`src/rtl/ddr3_port_arbiter.sv`:
```
// Two-port arbiter in front of the DDR3 Avalon-MM master: scanout reads
// (priority, urgent preempt, outstanding throttle) versus rasterizer writes.
module ddr3_port_arbiter #(
  parameter logic [7:0] MAX_HOLD        = 8'd16,
  parameter logic [7:0] MAX_OUTSTANDING = 8'd32
) (
  input  logic        clock,
  input  logic        reset_n,

  input  logic [28:0] rd_address,
  input  logic        rd_read,
  input  logic        rd_urgent,
  output logic        rd_waitrequest,
  output logic [63:0] rd_readdata,
  output logic        rd_readdatavalid,

  input  logic [28:0] wr_address,
  input  logic        wr_write,
  input  logic [63:0] wr_writedata,
  input  logic [7:0]  wr_byteenable,
  output logic        wr_waitrequest,

  output logic [28:0] m_address,
  output logic [7:0]  m_burstcount,
  output logic        m_read,
  output logic        m_write,
  output logic [63:0] m_writedata,
  output logic [7:0]  m_byteenable,
  input  logic        m_waitrequest,
  input  logic [63:0] m_readdata,
  input  logic        m_readdatavalid,

  output logic [1:0]  grant,
  output logic [7:0]  rd_outstanding
);

  typedef enum logic [1:0] {
    IDLE    = 2'b00,
    GRANT_R = 2'b01,
    GRANT_W = 2'b10
  } state_t;

  state_t     state;
  state_t     state_nxt;
  logic [7:0] hold_cnt;

  logic sel_r;
  logic sel_w;
  logic rd_full;
  logic acc_r;
  logic acc_w;
  logic hold_last;
  logic rsp;

  assign sel_r     = (state == GRANT_R);
  assign sel_w     = (state == GRANT_W);
  assign rd_full   = (rd_outstanding >= MAX_OUTSTANDING);
  assign hold_last = (hold_cnt == MAX_HOLD - 8'd1);

  assign m_read  = sel_r && rd_read && !rd_full;
  assign m_write = sel_w && wr_write;
  assign acc_r   = m_read && !m_waitrequest;
  assign acc_w   = m_write && !m_waitrequest;

  assign m_address    = sel_w ? wr_address : rd_address;
  assign m_burstcount = 8'h01;
  assign m_writedata  = wr_writedata;
  assign m_byteenable = sel_w ? wr_byteenable : 8'hFF;

  assign rd_waitrequest = !sel_r || rd_full || m_waitrequest;
  assign wr_waitrequest = !sel_w || m_waitrequest;

  assign rd_readdata      = m_readdata;
  assign rd_readdatavalid = m_readdatavalid;

  assign grant = state;

  // Stray responses with nothing in flight must not wrap the counter.
  assign rsp = m_readdatavalid && (rd_outstanding != 8'd0);

  always_comb begin
    state_nxt = state;
    unique case (state)
      IDLE: begin
        if (rd_read)
          state_nxt = GRANT_R;
        else if (wr_write)
          state_nxt = GRANT_W;
      end
      GRANT_R: begin
        if (!rd_read)
          state_nxt = wr_write ? GRANT_W : IDLE;
        else if (rd_full && wr_write)
          state_nxt = GRANT_W;
        else if (acc_r && hold_last && wr_write)
          state_nxt = GRANT_W;
      end
      GRANT_W: begin
        if (!wr_write)
          state_nxt = rd_read ? GRANT_R : IDLE;
        else if (acc_w && rd_read && (rd_urgent || hold_last))
          state_nxt = GRANT_R;
      end
      default: state_nxt = IDLE;
    endcase
  end

  always_ff @(posedge clock) begin
    if (!reset_n)
      state <= IDLE;
    else
      state <= state_nxt;
  end

  // Saturates at the yield point so a long solo grant keeps yielding
  // on the very next accept once a peer shows up.
  always_ff @(posedge clock) begin
    if (!reset_n)
      hold_cnt <= 8'd0;
    else if (state_nxt != state)
      hold_cnt <= 8'd0;
    else if ((acc_r || acc_w) && !hold_last)
      hold_cnt <= hold_cnt + 8'd1;
  end

  always_ff @(posedge clock) begin
    if (!reset_n)
      rd_outstanding <= 8'd0;
    else begin
      unique case ({acc_r, rsp})
        2'b10:   rd_outstanding <= rd_outstanding + 8'd1;
        2'b01:   rd_outstanding <= rd_outstanding - 8'd1;
        default: rd_outstanding <= rd_outstanding;
      endcase
    end
  end

endmodule

```
`config.mk`:
```
export PLATFORM = sky130hd
export DESIGN_NAME = ddr3_port_arbiter
export DESIGN_NICKNAME = d
export VERILOG_FILES = /design/src/rtl/ddr3_port_arbiter.sv
export SDC_FILE = /design/constraint.sdc
export NUM_CORES = 1
export LEC_CHECK = 0
export CAP_MARGIN = 20
export CELL_PAD_IN_SITES_DETAIL_PLACEMENT = 1
export CELL_PAD_IN_SITES_GLOBAL_PLACEMENT = 1
export CORE_AREA = 8 8 147 149
export CTS_BUF_LIST = sky130_fd_sc_hd__clkbuf_16
export DETAILED_ROUTE_END_ITERATION = 8
export DIE_AREA = 0 0 155 157
export DONT_BUFFER_PORTS = 1
export PLACE_DENSITY_LB_ADDON = 0.05
export SETUP_SLACK_MARGIN = 0.4
export SLEW_MARGIN = 20
export SYNTH_ARGS = -nofsm -noshare
export SYNTH_HDL_FRONTEND = slang
export SYNTH_SLANG_ARGS = --single-unit
```
`constraint.sdc`:
```
create_clock -name clock -period 3.38 [get_ports clock]
set_input_delay 0.507 -clock clock [delete_from_list [all_inputs] [get_ports clock]]
set_output_delay 0.507 -clock clock [all_outputs]
set_load 0.02 [all_outputs]
```
==> impl_metrics.env, run 1 <==
export IMPL_p_leak_nw=0.730
export IMPL_largest_family_of_logic_cells_by_synthesized_area="buffers and inverters"
export IMPL_number_of_max_slew_violations_in_the_final_report=0
export IMPL_place_worst_setup_slack_ps=401
export IMPL_min_period_ps=2740
export IMPL_gp_congestion=0.611
export IMPL_cp_slowest_cell="sky130_fd_sc_hd__or4_1"
export IMPL_r2r_start="rd_outstanding[0]"
export IMPL_die_width_um=155
export IMPL_synth_main_ff_cell="sky130_fd_sc_hd__dfxtp_1"
export IMPL_power_per_cell_area_nw_per_um2=456
export IMPL_finalHoldViolCount=0
export IMPL_synth_adder_area_share_pct=4.48
export IMPL_worst_path_most_repeated_cell="sky130_fd_sc_hd__mux2i_1"
export IMPL_core_region_area_sq_um=19200
export IMPL_worst_path_largest_cell_delay_ps=560
export IMPL_synth_simple_gate_area_share_pct=15.5
export IMPL_timing_critical_path_from="rd_outstanding[0]"
export IMPL_synth_enable_flop_cells=0
export IMPL_gr_usage_all_layers_pct=7.32
export IMPL_start_util_pct=14.0
export IMPL_async_flop_share_pct=0
export IMPL_std_cell_rows=51
export IMPL_slew_limit_headroom_pct=49.1
export IMPL_cts_hold_fix_buffers=0
export IMPL_post_place_cells=465
export IMPL_drive_gt1_share_pct=29.4
export IMPL_worst_slew_pin_transition_ps=764
export IMPL_synth_top_area_share_pct=38.3
export IMPL_tritoncts_clock_tree="built"
export IMPL_outcome="finished, final reports clean"
export IMPL_num_vias=1591
export IMPL_hold_slack_ps=373
export IMPL_post_synth_mux_area_share_pct=12.9
export IMPL_clk_transition_reported_paths_ps=60
export IMPL_count_of_distinct_cell_types_in_the_synthesized_netlist=44
export IMPL_post_synth_xor_area_fraction_pct=3.92
export IMPL_synth_seq_cells=18
export IMPL_grt_start_max_net_pins=39
export IMPL_number_of_antenna_violations_at_the_first_check_in_global_routing=0
export IMPL_worstSkewPairLatency_ps=260
export IMPL_floorplan_io_pins=389
export IMPL_compound_gate_fraction_of_synth_area_pct=8.26
export IMPL_via_per_inst=3.39
export IMPL_crit_cells=8
export IMPL_unrepaired_setup_endpoints_after_global_routing="no"
export IMPL_post_route_drc_count=0
export IMPL_grt_overflow_total=0
export IMPL_critical_path_startpoint_type="flip-flop"
export IMPL_postRouteWirelength_um=9290
export IMPL_layout_cells_non_filler=469
export IMPL_post_synth_instance_area_sq_um=2680
export IMPL_cts_htree_levels=1
export IMPL_wire_length_of_the_first_global_routing_pass_um=13200
export IMPL_final_critical_path_setup_slack_ps=645
export IMPL_worst_path_buf_inv=0
export IMPL_final_power_mw=0.978
export IMPL_timing_hold_worst_class="input port to flip-flop"
export IMPL_critPathTopFamily="simple AND/OR/NAND/NOR gates"
export IMPL_detailedPlacementHpwl_um=8120
export IMPL_launch_point_of_the_worst_hold_path="reset_n"
export IMPL_crit_fanout=8
export IMPL_dieHeight_um=157
export IMPL_timing_final_setup_violations=0
export IMPL_worstHoldPathCells=1
export IMPL_synthTopCellsByArea="sky130_fd_sc_hd__buf_4 38%, sky130_fd_sc_hd__dfxtp_1 13%, sky130_fd_sc_hd__mux2_2 12%"
export IMPL_flow_area_growth_from_synthesis_pct=-20.1
export IMPL_worst_r2r_path_depth=8
export IMPL_port_buffer_count=0
export IMPL_timing_critical_path_to_type="flip-flop"
export IMPL_synth_most_common_cell="sky130_fd_sc_hd__buf_4"
export IMPL_synthesis_instances=329
export IMPL_cts_buffer_depth=2
export IMPL_die_area_sq_um=24300
export IMPL_grt_pass1_vias=1909
export IMPL_timing_critical_path_cells="or4_1, o31a_1, ha_2, ha_1, or3_1, o211ai_1, mux2i_1, mux2i_1"
export IMPL_final_clock_skew_ps=7.95
export IMPL_fmaxAchievable_mhz=366
export IMPL_detail_route_first_pass_iterations=4
export IMPL_diodes=0
export IMPL_clk_root_buffer_cell="sky130_fd_sc_hd__clkbuf_16"
export IMPL_fin_crit_sh_pct=80.9
export IMPL_critical_path_arrival_ps=2920
export IMPL_postSynthAreaPerCell_sq_um=8.15
export IMPL_yosysSeqAreaShare_pct=13.4
export IMPL_cts_sinks=18
export IMPL_timing_setup_critical_path_class="flip-flop to flip-flop"
export IMPL_wire_per_inst_um=19.8
export IMPL_ir_worst_vdd_mv=0.148
export IMPL_post_route_setup_tns_ps=0
export IMPL_worst_endpoint_required_ps=3570
export IMPL_drt_initial_drc_count=39
export IMPL_fin_nets=415
export IMPL_synth_warnings=0
export IMPL_postRouteAntennaNets=0
export IMPL_synthTopCellsByCount="137 x sky130_fd_sc_hd__buf_4, 29 x sky130_fd_sc_hd__mux2_2, 18 x sky130_fd_sc_hd__dfxtp_1"
export IMPL_maxCapViolations=0
export IMPL_cts_buffers_inserted=3
export IMPL_synth_top_area_cell="sky130_fd_sc_hd__buf_4"
-- state kept, by name, indices dropped and copies added, names as in the netlist --
| register | flops |
|---|---|
| grant | 2 |
| hold_cnt | 8 |
| rd_outstanding | 8 |
-- placed cells by master (no fill, tap or decap), types with 3 or more instances in the layout --
master	n
sky130_fd_sc_hd__a21boi_0	3
sky130_fd_sc_hd__a21oi_1	3
sky130_fd_sc_hd__and2_1	7
sky130_fd_sc_hd__buf_4	11
sky130_fd_sc_hd__clkbuf_16	3
sky130_fd_sc_hd__conb_1	8
sky130_fd_sc_hd__dfxtp_1	18
sky130_fd_sc_hd__ha_1	7
sky130_fd_sc_hd__inv_1	10
sky130_fd_sc_hd__mux2_2	29
sky130_fd_sc_hd__nand2_1	11
sky130_fd_sc_hd__nand2b_1	5
sky130_fd_sc_hd__nand3_1	3
sky130_fd_sc_hd__nor2_1	13
sky130_fd_sc_hd__nor3_1	5
sky130_fd_sc_hd__o2111ai_1	3
sky130_fd_sc_hd__o21a_1	3
sky130_fd_sc_hd__o21ai_0	7
sky130_fd_sc_hd__or2_2	8
sky130_fd_sc_hd__or3_1	3
sky130_fd_sc_hd__xnor2_1	10
-- power breakdown --
part,switching [mW],internal (mW),leakage (nW)
clock,0.105,0.158,0.0385
combinational,0.301,0.176,0.546
sequential,0.00900,0.229,0.146
-- logic make-up after synthesis --
kind of cell,Yosys count
simple gates,71
fa+ha+maj,9
flops,18
buf+inv,156
other cells,2
mux,31
xor+xnor,12
compound gates,30
-- routing by layer --
metal / share of wire, % / wire [um] / track usage (%)
met1: 35 / 3230 / 7.15
met2: 51 / 4730 / 12.9
met3: 13 / 1190 / 4.09
met4: 1.5 / 142 / 2.43
met5: 0 / 0 / 0
-- cell type report --
class | count | area [sq um]
Tap cell | 265 | 332
Inverter | 10 | 37.5
Timing Repair Buffer | 11 | 82.6
Clock inverter | 1 | 3.75
Sequential cell | 18 | 360
Clock buffer | 3 | 75.1
Multi-Input combinational cell | 161 | 1250
Fill cell | 2264 | 17100
-- worst paths after layout --
path / slack [ps] / endpoint
hold / removal: 370 / rd_outstanding[5]
setup / recovery: 640 / rd_outstanding[7]
setup reg to reg: 640 / rd_outstanding[7]
hold reg to reg: 510 / hold_cnt[1]
-- what timing repair did --
item                                    in CTS  in global routing
resized for setup                            1                  2
endpoints found under the setup margin       1                  4
cloned                                       0                  0
buffers inserted                             0                  0
-- stage by stage --
stage / cell area, sq um / utilization, %
2_1_floorplan: 2710 / -
3_3_place_gp: 2050 / 10.7
3_5_place_dp: 2050 / 10.7
4_1_cts: 2140 / 11.1
5_1_grt: 2140 / 11.2
6_report: 2140 / 11.2
(Power assumes the default switching activity.)
==> run 2: changes to the inputs <==
==> constraint.sdc (replaced) <==
create_clock -name clock -period 2.7 [get_ports clock]
set_input_delay 0.405 -clock clock [delete_from_list [all_inputs] [get_ports clock]]
set_output_delay 0.405 -clock clock [all_outputs]
set_load 0.02 [all_outputs]
==> impl_metrics.env, run 2 (same netlist as run 1, synthesis figures left out) <==
export IMPL_dieHeight_um=157
export IMPL_ir_worst_vdd_mv=0.341
export IMPL_critical_path_startpoint_type="flip-flop"
export IMPL_die_area_sq_um=24300
export IMPL_worst_r2r_path_depth=8
export IMPL_num_vias=1624
export IMPL_floorplan_io_pins=389
export IMPL_cts_buffer_depth=2
export IMPL_place_worst_setup_slack_ps=22.7
export IMPL_grt_pass1_vias=1935
export IMPL_min_period_ps=2580
export IMPL_final_critical_path_setup_slack_ps=121
export IMPL_switching_share_pct=41.0
export IMPL_maxCapViolations=0
export IMPL_unrepaired_setup_endpoints_after_global_routing="yes"
export IMPL_gp_congestion=0.638
export IMPL_clk_transition_reported_paths_ps=60
export IMPL_worst_endpoint_required_ps=2890
export IMPL_tritoncts_clock_tree="built"
export IMPL_cellInternalPower_mw=0.819
export IMPL_wire_per_inst_um=21.6
export IMPL_drive_gt1_share_pct=37.8
export IMPL_postRouteWirelength_um=10200
export IMPL_outcome="finished, final reports clean"
export IMPL_wire_length_of_the_first_global_routing_pass_um=13900
export IMPL_post_route_setup_tns_ps=0
export IMPL_timing_hold_worst_class="input port to flip-flop"
export IMPL_crit_fanout=8
export IMPL_layout_cells_most_common="sky130_fd_sc_hd__mux2_2"
export IMPL_fin_nets=420
export IMPL_number_of_antenna_violations_at_the_first_check_in_global_routing=0
export IMPL_reg2reg_slack_ps=120
export IMPL_detail_route_first_pass_iterations=4
export IMPL_fmaxAchievable_mhz=388
export IMPL_flow_area_growth_from_synthesis_pct=-13.9
export IMPL_r2r_start="rd_outstanding[0]"
export IMPL_area_occupied_by_registers_sq_um=365
export IMPL_final_clock_skew_ps=4.46
export IMPL_timing_final_setup_violations=0
export IMPL_post_route_drc_count=0
export IMPL_via_per_inst=3.43
export IMPL_fin_crit_sh_pct=95.5
export IMPL_cts_htree_levels=1
export IMPL_die_width_um=155
export IMPL_n_fill_cell=2251
export IMPL_postRouteAntennaNets=0
export IMPL_hold_slack_ps=277
export IMPL_power_combinational_fraction_pct=54.9
export IMPL_grt_overflow_total=0
export IMPL_diodes=0
export IMPL_detailedPlacementHpwl_um=8950
export IMPL_layout_cells_non_filler=474
export IMPL_port_buffer_count=0
export IMPL_core_region_area_sq_um=19200
export IMPL_start_util_pct=14.0
export IMPL_power_per_cell_area_nw_per_um2=601
export IMPL_drt_initial_drc_count=25
export IMPL_seqPwrFrac_pct=21.7
export IMPL_cts_sinks=18
export IMPL_cts_buffers_inserted=3
export IMPL_gr_usage_all_layers_pct=7.88
export IMPL_worstHoldPathCells=1
export IMPL_power_switching_mw=0.570
export IMPL_layout_common_cells="29 x sky130_fd_sc_hd__mux2_2, 14 x sky130_fd_sc_hd__dfxtp_1, 14 x sky130_fd_sc_hd__buf_4"
export IMPL_launch_point_of_the_worst_hold_path="reset_n"
export IMPL_p_leak_nw=0.762
export IMPL_number_of_max_slew_violations_in_the_final_report=0
export IMPL_clk_root_buffer_cell="sky130_fd_sc_hd__clkbuf_16"
export IMPL_finalHoldViolCount=0
export IMPL_timing_setup_critical_path_class="flip-flop to flip-flop"
export IMPL_std_cell_rows=51
export IMPL_clkPwrFrac_pct=23.4
export IMPL_finalCoreUtilization_pct=12.0
export IMPL_worstSkewPairLatency_ps=260
export IMPL_worst_min_delay_path_endpoint="grant[1]"
export IMPL_timing_critical_path_to_type="flip-flop"
export IMPL_multi_input_comb_area_sq_um=1360
export IMPL_post_place_cells=469
export IMPL_timing_rr_end="rd_outstanding[7]"
export IMPL_critical_path_arrival_ps=2770
export IMPL_grt_start_max_net_pins=21
==> run 2: how the worst max path moves through the flow <==
| stage | startpoint | to | slack (ps) | depth (start not counted) |
|---|---|---|---|---|
| floorplan | rd_outstanding[5] | rd_outstanding[7] | 180 | 10 |
| global placement | rd_outstanding[0] | rd_outstanding[7] | 50 | 9 |
| detailed placement | rd_outstanding[0] | rd_outstanding[7] | 20 | 9 |
| CTS | rd_outstanding[0] | rd_outstanding[7] | 20 | 8 |
| global route | rd_outstanding[0] | rd_outstanding[7] | 20 | 8 |
| finish | rd_outstanding[0] | rd_outstanding[7] | 120 | 8 |
==> run 2: final cells by class <==
class	instances	share of cell area (%)
multi-input cells	161	58.9
flip-flops and latches	18	15.8
well taps	265	14.4
repair buffers	16	5.90
clock buffers	3	3.25
inverters	10	1.63
clock inverters	1	0.163
==> run 2: power by group through the flow <==
| stage | clock network [mW] | logic, mW | registers (mW) |
|---|---|---|---|
| after floorplan | 0 | 0.741 | 0.342 |
| after CTS | 0.345 | 0.785 | 0.302 |
| final | 0.325 | 0.762 | 0.302 |
| after detailed placement | 0 | 0.696 | 0.307 |
| after global routing | 0.351 | 0.840 | 0.304 |
| after global placement | 0 | 0.716 | 0.308 |
==> run 2: routing by layer <==
layer  track usage (%)  wire length, um  vias to the layer above
met5                 0                0                        -
met4              3.69              262                        0
met3              4.28             1290                       26
met2              14.0             5220                      154
met1              7.31             3450                      740
li1                  -                -                      704
==> run 2: repair_timing <==
item / 4_1_cts / 5_1_grt
hold buffers: 0 / 0
gates resized for setup: 12 / 1
pin swaps: 8 / 4
buffers inserted: 1 / 0
endpoints found under the setup margin: 24 / 7
hold endpoints to repair: 0 / 0
==> run 2: per-stage QoR <==
stage,power (mW),cell area [sq um]
finish,1.39,2310
global route,1.50,2310
CTS,1.43,2310
detailed placement,1.00,2140
global placement,1.02,2140
floorplan,1.08,2750
==> run 2: worst max-delay path: stages, from the launching register on <==
cell	delay (ps)
sky130_fd_sc_hd__dfxtp_2	320
sky130_fd_sc_hd__or4_4	520
sky130_fd_sc_hd__o31a_1	280
sky130_fd_sc_hd__ha_4	240
sky130_fd_sc_hd__ha_4	250
sky130_fd_sc_hd__or3_1	340
sky130_fd_sc_hd__o211ai_1	120
sky130_fd_sc_hd__mux2i_1	260
sky130_fd_sc_hd__mux2i_1	190
==> RTL edit 1, RTL diff (settings of run 2) <==
Make the reset (`reset_n`) asynchronous in 3 clocked blocks.
--- a/src/rtl/ddr3_port_arbiter.sv
+++ b/src/rtl/ddr3_port_arbiter.sv
@@ -107,3 +107,3 @@
 
-  always_ff @(posedge clock) begin
+  always_ff @(posedge clock or negedge reset_n) begin
     if (!reset_n)
@@ -116,3 +116,3 @@
   // on the very next accept once a peer shows up.
-  always_ff @(posedge clock) begin
+  always_ff @(posedge clock or negedge reset_n) begin
     if (!reset_n)
@@ -125,3 +125,3 @@
 
-  always_ff @(posedge clock) begin
+  always_ff @(posedge clock or negedge reset_n) begin
     if (!reset_n)
Formal check against the unedited RTL: differs if reset_n is asserted again (counterexample within 4 cycles, from zero or initial values and one cycle with reset_n low); with reset_n held inactive, the same outputs for 10 cycles.
==> RTL edit 1 against run 2 <==
Wire length rose by 8.1%; area after synthesis rose by 1.4%; power rose by 58%; sequential cell count did not move; setup slack improved by 130 ps; clock power fell by 6%; count of clock-buffer cells in the layout did not move; worst hold slack got worse by 170 ps; design area rose by 7.0%; global-route usage rose by 0.34 points; clock skew rose by 0.87 ps.
==> RTL edit 1: results (changes against run 2) <==
critical path's slowest cell=dfrtp_1; status=finished, final reports clean; met2 Use GR=0.146 (+0.00524); met1 Use GR=0.0787 (+0.00553); reg2reg end=rd_outstanding[6]; Clock Power Share=0.140 (-0.094); nets@finish=427 (+1.7%); Routed met3 length=1450 µm (+12%); Detailed Place HPWL=9730 µm (+8.8%); top cells by area, synth=buf_4 (38%), dfrtp_1 (17%), mux2_2 (12%); drt initial violations=54 (+120%); Placer Congestion=0.684 (+7.1%); critical path launch point=rd_outstanding[5]; dpl cell area=0.00226 mm² (+6.0%); post-synthesis compound-gate area fraction=0.0961 (+0.0136); grt met3 use=0.0439 (+0.00110); post-synthesis mux area share=0.124 (-0.00546); Max stage delay on crit path=410 ps (-110 ps); met2 wire length=5700 µm (+9.2%); setup repair bufs after CTS=3 (+2); DRT Pass-1 Iters=3 (-1); gr usage total=0.0822 (+0.00339); comb pwr=1.49 mW (+96%); share of cells above drive strength 1=0.451 (+0.0732); pin count of the biggest net entering global routing=39 (+86%)
RTL edit 1: changes by cell type after synthesis, sizes merged, moves of 3 or more:
cell,change
a21boi,-3
and2,-6
buf,-3
dfrtp,+18
dfxtp,-18
nand2b,-3
nor2b,+3
o2111ai,-3
o21ai,+4
RTL edit 1: per-stage QoR:
step	setup WS [ps]	total power, mW	util	instances	hold WS [ps]
after CTS	212	2.15	0.125	479	263
final	253	2.20	0.129	480	104
after global routing	148	2.38	0.129	480	150
after global placement	137	1.79	0.118	472	110
after detailed placement	150	1.75	0.118	472	111
after floorplan	252	1.60	-	327	109
RTL edit 1: cell type report:
cell class              instances  area (µm²)  share of cell area
well taps                     265         332               0.134
flip-flops and latches         18         453               0.183
clock buffers                   3        75.1              0.0304
multi-input cells             158        1370               0.554
inverters                       8        30.0              0.0122
repair buffers                 28         211              0.0856
==> RTL edit 2, RTL diff (flow settings as in run 2) <==
Made on the original files. The parameter `MAX_HOLD` goes from 8'd16 to 8'd8.
--- a/src/rtl/ddr3_port_arbiter.sv
+++ b/src/rtl/ddr3_port_arbiter.sv
@@ -3,3 +3,3 @@
 module ddr3_port_arbiter #(
-  parameter logic [7:0] MAX_HOLD        = 8'd16,
+  parameter logic [7:0] MAX_HOLD        = 8'd8,
   parameter logic [7:0] MAX_OUTSTANDING = 8'd32
Formal check against the unedited RTL: not equivalent (a bounded check fails within 10 cycles, from zero or initial values and one cycle with reset_n low).
==> RTL edit 2 against run 2 <==
Worst hold slack got worse by 9.7 ps; non-clock buffer count increased by 8; sequential cell count unchanged; clock skew decreased by 1.0 ps; utilization increased by 0.78 points; area after synthesis about the same; wire length increased by 14%; via count increased by 5.5%; design area increased by 6.5%; setup slack got worse by 55 ps; power increased by 14%; critical path type unchanged; highest routed layer is now met5.
==> RTL edit 2: results (changes against run 2) <==
gr usage total=0.0893 (+0.0104); met2 wire length=6110 µm (+17%); top cells by area, synth=buf_4 (38%), dfxtp_1 (13%), mux2_2 (12%); met1 Use GR=0.0770 (+0.00382); DP Worst Slack=-77.7 ps (-100 ps); DRT Pass-1 Iters=3 (-1); status=finished, final reports clean; drt initial violations=72 (+190%); vias in the first global route=1,789 (-7.5%); Worst R2R Setup Slack=70 ps (-60 ps); setup ws final=65.9 ps (-55.2 ps); pin count of the biggest net entering global routing=38 (+81%); nets@finish=429 (+2.1%); Vias/cell=3.54 (+3.4%); htree depth=1 (unchanged); clock skew=3.44 ps (-1.01 ps); met2 Use GR=0.167 (+0.0268); Synth top cells by count=buf_4 (137), mux2_2 (29), dfxtp_1 (18); Synth async-reset ratio=0 (unchanged); highest routed layer=met5; synth unique cells=51 (+16%); dpl cell area=0.00217 mm² (+1.5%); number of fillers in the final layout=2,246 (-0.22%); post-synthesis compound-gate area fraction=0.0882 (+0.00568); Max IR drop VDD=0.000199 V (-41%); Routed met3 length=1720 µm (+33%); first-pass GRT wire length=15,400 µm (+10%); Post-Synth Adder-Cell Area=0.0448 (about the same); grt met3 use=0.0548 (+0.0121); Clock Tree Buf Depth=2 (unchanged); clk_lat worst skew=260 ps (about the same); Hold EP=rd_outstanding[0]; number of CTS-inserted buffers=3 (unchanged); share of cells above drive strength 1=0.459 (+0.0807); critical path launch point=rd_outstanding[0]; LEAKAGE=0.823 nW (+8.0%); r2r worst-path depth=11 (+3); hold slack=268 ps (-9.75 ps); initial antenna violation count=4 (+4); dpl cells=472 (+0.64%); # port buffers=0 (unchanged); Placer Congestion=0.785 (+23%); routed length per placed instance=24.1 µm (+12%); vias=1,714 (+5.5%); synthesized area per cell=8.15 µm² (about the same); post-synthesis mux area share=0.129 (about the same); DRT met1 WL=3600 µm (+4.4%); Crit Path Class=reg -> reg; Detailed Place HPWL=10,100 µm (+13%); Synth Area in XOR/XNOR=0.0359 (-0.00323); CP top delay family=compound AO/OA/AOI/OAI gates; sequential fraction of the synthesis area=0.134 (about the same); reg2reg end=rd_outstanding[6]
RTL edit 2: cell count changes after synthesis, sizes merged, moves of 3 or more:
cell | run 2 | this run
xnor2 | 10 | 3
a31oi | 1 | 5
nor3 | 7 | 3
nand2b | 6 | 3
xor2 | 2 | 8
RTL edit 2: area by class of cell:
cell class / count / area (µm²) / share of cell area
diodes: 1 / 2.50 / 0.00102
clock buffers: 3 / 75.1 / 0.0305
clock inverters: 1 / 3.75 / 0.00153
inverters: 10 / 40.0 / 0.0163
multi-input cells: 162 / 1450 / 0.587
flip-flops and latches: 18 / 367 / 0.149
well taps: 265 / 332 / 0.135
repair buffers: 24 / 195 / 0.0793
RTL edit 2: report_power, final:
group / internal [mW] / total (mW) / switching (mW)
clock: 0.198 / 0.326 / 0.127
combinational: 0.442 / 0.953 / 0.511
sequential: 0.289 / 0.302 / 0.0133
RTL edit 2: what timing repair did:
action                                  in CTS  in global routing
setup buffers                                3                  4
gates resized for setup                     13                 20
pin swaps                                   10                 22
endpoints found under the setup margin      14                 10
